File: src/rtl/lote_frame_tx.sv
// lote_frame_tx -- transmitter end of the lot-sensor serial link.
//
// Takes one 5-bit lot sensor word (a..e) through a valid/ready handshake and
// sends it on a single line. The frame is start(0), a, b, c, d, e (MSB first),
// parity, stop(1). Every bit is held for CLKS_PER_BIT clock cycles.
//
// Parameters:
//   CLKS_PER_BIT  clock cycles per serial bit (1 or more)
//   PARITY_ODD    0: parity = XOR of the data bits, 1: its inverse
//
// Ports:
//   clk         system clock, rising edge
//   rst         synchronous reset, active-high
//   lote        sensor word, bit4 = a ... bit0 = e
//   lote_valid  lote holds a word to send
//   lote_ready  a word can be accepted this cycle (IDLE and not in reset)
//   tx          serial line, idles high, registered
//   busy        a frame is in progress
//   frame_done  one-cycle pulse in the first IDLE cycle after a stop bit
module lote_frame_tx #(
  parameter int unsigned CLKS_PER_BIT = 4,
  parameter bit          PARITY_ODD   = 1'b0
) (
  input  logic       clk,
  input  logic       rst,
  input  logic [4:0] lote,
  input  logic       lote_valid,
  output logic       lote_ready,
  output logic       tx,
  output logic       busy,
  output logic       frame_done
);

  localparam int unsigned CW = (CLKS_PER_BIT > 1) ? $clog2(CLKS_PER_BIT) : 1;
  localparam logic [CW-1:0] CNT_LAST = CW'(CLKS_PER_BIT - 1);

  typedef enum logic [2:0] {
    IDLE,
    START,
    DATA,
    PARITY,
    STOP
  } state_t;

  state_t        state, state_n;
  logic [CW-1:0] cnt, cnt_n;
  logic [2:0]    idx, idx_n;
  logic [4:0]    shreg, shreg_n;
  logic          parity_bit, parity_n;
  logic          tx_q, tx_n;
  logic          done_q, done_n;
  logic          bit_last;

  assign bit_last   = (cnt == CNT_LAST);
  assign lote_ready = (state == IDLE) & ~rst;
  assign busy       = (state != IDLE);
  assign tx         = tx_q;
  assign frame_done = done_q;

  always_comb begin
    // NOTE: every signal gets a default before the case so no path leaves it
    // unassigned; otherwise synthesis infers a latch.
    state_n  = state;
    cnt_n    = cnt;
    idx_n    = idx;
    shreg_n  = shreg;
    parity_n = parity_bit;
    done_n   = 1'b0;

    if (state != IDLE) begin
      cnt_n = bit_last ? '0 : cnt + CW'(1);
    end

    unique case (state)
      IDLE: begin
        cnt_n = '0;
        idx_n = '0;
        // Reset priority over an accept is handled in the register process.
        if (lote_valid) begin
          shreg_n  = lote;
          parity_n = (^lote) ^ PARITY_ODD;
          state_n  = START;
        end
      end
      START: begin
        if (bit_last) state_n = DATA;
      end
      DATA: begin
        if (bit_last) begin
          if (idx == 3'd4) begin
            idx_n   = '0;
            state_n = PARITY;
          end else begin
            // Shift the next data bit into position 4 (MSB first on the line).
            idx_n   = idx + 3'd1;
            shreg_n = {shreg[3:0], 1'b0};
          end
        end
      end
      PARITY: begin
        if (bit_last) state_n = STOP;
      end
      STOP: begin
        if (bit_last) begin
          state_n = IDLE;
          done_n  = 1'b1;
        end
      end
      default: state_n = IDLE;
    endcase

    // tx is registered from the next state so the line changes exactly on the
    // edge where the state does, with no combinational path to the pin.
    unique case (state_n)
      START:   tx_n = 1'b0;
      DATA:    tx_n = shreg_n[4];
      PARITY:  tx_n = parity_n;
      default: tx_n = 1'b1;
    endcase
  end

  always_ff @(posedge clk) begin
    // NOTE: state registers use non-blocking assignments so every register
    // samples pre-edge values, independent of statement order.
    if (rst) begin
      state      <= IDLE;
      cnt        <= '0;
      idx        <= '0;
      shreg      <= '0;
      parity_bit <= 1'b0;
      tx_q       <= 1'b1;
      done_q     <= 1'b0;
    end else begin
      state      <= state_n;
      cnt        <= cnt_n;
      idx        <= idx_n;
      shreg      <= shreg_n;
      parity_bit <= parity_n;
      tx_q       <= tx_n;
      done_q     <= done_n;
    end
  end

endmodule

File: config.mk
export PLATFORM = sky130hd
export DESIGN_NAME = lote_frame_tx
export DESIGN_NICKNAME = d
export VERILOG_FILES = /design/src/rtl/lote_frame_tx.sv
export SDC_FILE = /design/constraint.sdc
export NUM_CORES = 1
export LEC_CHECK = 0
export CORE_MARGIN = 4
export CORE_UTILIZATION = 52
export CTS_BUF_LIST = sky130_fd_sc_hd__clkbuf_2 sky130_fd_sc_hd__clkbuf_4 sky130_fd_sc_hd__clkbuf_8
export DETAILED_ROUTE_END_ITERATION = 8
export PLACE_DENSITY = 0.85
export SYNTH_ARGS = -nofsm -noshare
export SYNTH_HDL_FRONTEND = slang
export SYNTH_SLANG_ARGS = --single-unit
File: constraint.sdc
create_clock -name clk -period 3.9 [get_ports clk]
set_input_delay 0.78 -clock clk [delete_from_list [all_inputs] [get_ports clk]]
set_output_delay 0.78 -clock clk [all_outputs]
set_load 0.01 [all_outputs]
==> metrics.md <==
| Metric | Value |
|---|---|
| Total CTS buffers | `3` |
| Critical Path End Type | `output pin` |
| Mapped Area | `791 um2` |
| Worst ir drop on vdd | `approximately 0.23 mV` |
| Relative max-transition margin | `between 60% and 70%` |
| WL met2 | `797 um` |
| Setup total negative slack | `0 ns` |
| GRT Util Overall | `between 10% and 20%` |
| Worst hold path class | `flip-flop to flip-flop` |
| Gr ovfl total | `0` |
| Post-Synth Adder-Cell Area | `approximately 4.7%` |
| Clock share of power | `about 32%` |
| Via density | `slightly below 6` |
| Pint | `around 250 uW` |
| DRC Markers | `0` |
| Gp weighted congestion | `roughly 0.81` |
| Die Y | `around 47 um` |
| Syn Inst Count | `85` |
| Yosys Warn Count | `0` |
| Design Power | `about 330 uW` |
| First-pass GRT wire length | `2650 um` |
| Starting Density | `57.9%` |
| Worst Max-Slew Pin Slew | `between 0.5 and 0.6 ns` |
| Met1 Wirelength | `roughly 670 um` |
| Io pins | `12` |
| H-tree depth | `1` |
| Switch Pwr | `76.4 uW` |
| Seq pwr share | `53.1%` |
| Metal3 WL | `between 80 and 90 um` |
| Post-cts repair resize count | `0` |
| Pwr per Cell Area | `between 300 and 400 nW/um2` |
| Final Skew | `around 0.0024 ns` |
| Core area | `between 1000 and 1500 um2` |
| Vias in the first global route | `approximately 630` |
| Most area-consuming cells after synthesis | `dfxtp_1 (41%), a21oi_1 (5.1%), ha_1 (4.7%)` |
| Slack of the critical path | `0.910 ns` |
| Clock Latency Late Sink | `about 0.28 ns` |
| Uppermost layer routed | `met4` |
| Top_reg_cell synth | `dfxtp_1` |
| Crit path required time | `roughly 3.1 ns` |
| Final period utilization | `roughly three quarters` |
| Post-synth ARST share | `0%` |
| Max Cap Viol | `0` |
| RSZ-0062 raised after global routing | `no` |
| Total clock sinks | `16` |
| Worst hold slack | `0.442 ns` |
| Dpl cell area | `roughly 900 um2` |
| Initial antenna violation count | `0` |
| Worst path arrival time | `roughly 2.2 ns` |
| Crit Path Max Fanout | `15` |
| Diodes inserted | `0` |
| Net Sw Frac | `23.1%` |
| Post-synth EDFFs | `0` |
| Vias | `about 660` |
| Final hold violations | `0` |
| Max clock buf depth | `2` |
| Flops & latches, synth | `16` |
| Share of layout cells above drive strength 1 | `under 10%` |
| CTS root buf | `clkbuf_4` |
| Final Util | `around 68%` |
| Compound-Gate Fraction of Synth Area | `approximately 18%` |
| XOR/XNOR share of the synthesized area | `8.39%` |
| Synth-to-Final Area Change | `18.4%` |
| Port buffer count | `11` |
| CTS tree | `done` |
| Final antenna-violating net count | `0` |
| Die width | `47.0 um` |
| Post-synthesis area per instance | `just over 9 um2` |
| CP Class | `input pin to output pin` |
| Seq/Total Area, Yosys | `a little over 40%` |
| Setup WS pre-CTS | `slightly above 0.9 ns` |
| Setup Fix Bufs, Post-CTS | `0` |
| Post-synth net total | `96` |
| Largest family of logic cells by synthesized area | `simple AND/OR/NAND/NOR gates` |
| Largest net degree at the start of global routing | `16` |
| Finished Layout Cells | `112` |
| Post-synth top area share | `approximately two fifths` |
| Synth unique cells | `34` |
| Post-Synth Simple-Gate Area | `approximately a fifth` |
| Total Wirelength | `between 1500 and 2000 um` |
| Logic pwr share | `between 10 and 15%` |
| Fin area | `~940 um2` |
| DPL Wire Length | `~1200 um` |
| Nets | `roughly 110` |
| # hold bufs at CTS | `0` |
| Leak pwr | `between 0.3 and 0.4 nW` |
| Critical path launch point type | `input pin` |
| Final min period | `between 2 and 3 ns` |
| Status | `finished clean` |
| Setup-failing EPs final | `0` |
| Mux cell area share after synthesis | `between 2 and 3%` |
| Top cell type by total area after synthesis | `dfxtp_1` |
| Slew Limit Fails | `0` |
| DR WL/cell | `14.1 um` |
| Fmax | `approximately 330 MHz` |
| Placed Cells | `~110` |
| FP Rows | `13` |
| Full die area | `2210 um2` |
| Violation count after the first detailed-route iteration | `18` |
| First drt pass iteration count | `4` |
| Clk slew on worst S/H paths | `about 0.09 ns` |
[final cells by class]
| cell class | count | area (um2) |
|---|---|---|
| clock buffers | 4 | 36.3 |
| inverters | 7 | 26.3 |
| repair buffers | 11 | 110 |
| fillers | 111 | 430 |
| well taps | 15 | 18.8 |
| flip-flops and latches | 16 | 320 |
| multi-input cells | 59 | 424 |
[cell usage after synthesis (3+ instances only)]
master and instances:
nor2_1 5, xnor2_1 3, dfxtp_1 16, nand2_1 3
ha_1 3, inv_1 7, a22oi_1 3, nor3_1 3
o21ai_0 3, a21oi_1 8
[cell families (layout without fill, tap and decap cells)]
group / count (synthesis) / count (layout)
and+or+nand+nor: 26 / 26
adders and majority gates: 3 / 3
buffers and inverters: 10 / 22
AOI/OAI and AO/OA: 22 / 22
xor gates and xnor gates: 6 / 6
DFF: 16 / 16
muxes: 2 / 2
[critical path: stages]
cell and delay, ns:
clkdlybuf4s50_1 0.68, nor2_1 0.20, clkdlybuf4s50_1 0.55
[power groups by stage]
stage	registers (mW)	clock network (mW)	logic, mW
CTS	0.175	0.110	0.0494
detailed placement	0.179	0	0.0491
finish	0.175	0.106	0.0493
floorplan	0.178	0	0.0305
global route	0.176	0.118	0.0547
global placement	0.179	0	0.0480
[registers in the layout (all words and copies together), names as in the netlist]
register	flops
shreg	5
idx	3
state	3
cnt	2
frame_done	1
parity_bit	1
tx	1
[path summary, 6_finish.rpt]
check	startpoint	end	slack [ns]	cells after the start
setup reg to reg	cnt[0]	tx	2.28	5
hold / removal	cnt[0]	cnt[0]	0.44	1
setup / recovery	rst	lote_ready	0.91	3
hold reg to reg	cnt[0]	cnt[0]	0.44	1
[per-layer routing]
| layer | up-vias | track usage (%) |
|---|---|---|
| met5 | - | 0 |
| met4 | 0 | 8.29 |
| met3 | 4 | 5.75 |
| met2 | 17 | 30.4 |
| met1 | 306 | 18.7 |
| li1 | 330 | - |
[placed cells by master (no fill, tap or decap), drive strengths merged, types with 2 or more instances in the layout]
cell           count
ha                 3
dfxtp             16
clkdlybuf4s50     11
nor4               2
nor3               3
nand3              2
a22oi              3
a21oi              8
xnor2              3
nand2              3
clkbuf             4
nor2b              2
inv                7
and3               2
nor2               5
xor2               2
or2                2
o21ai              5
mux2i              2
Power figures use the tool's default switching activity.
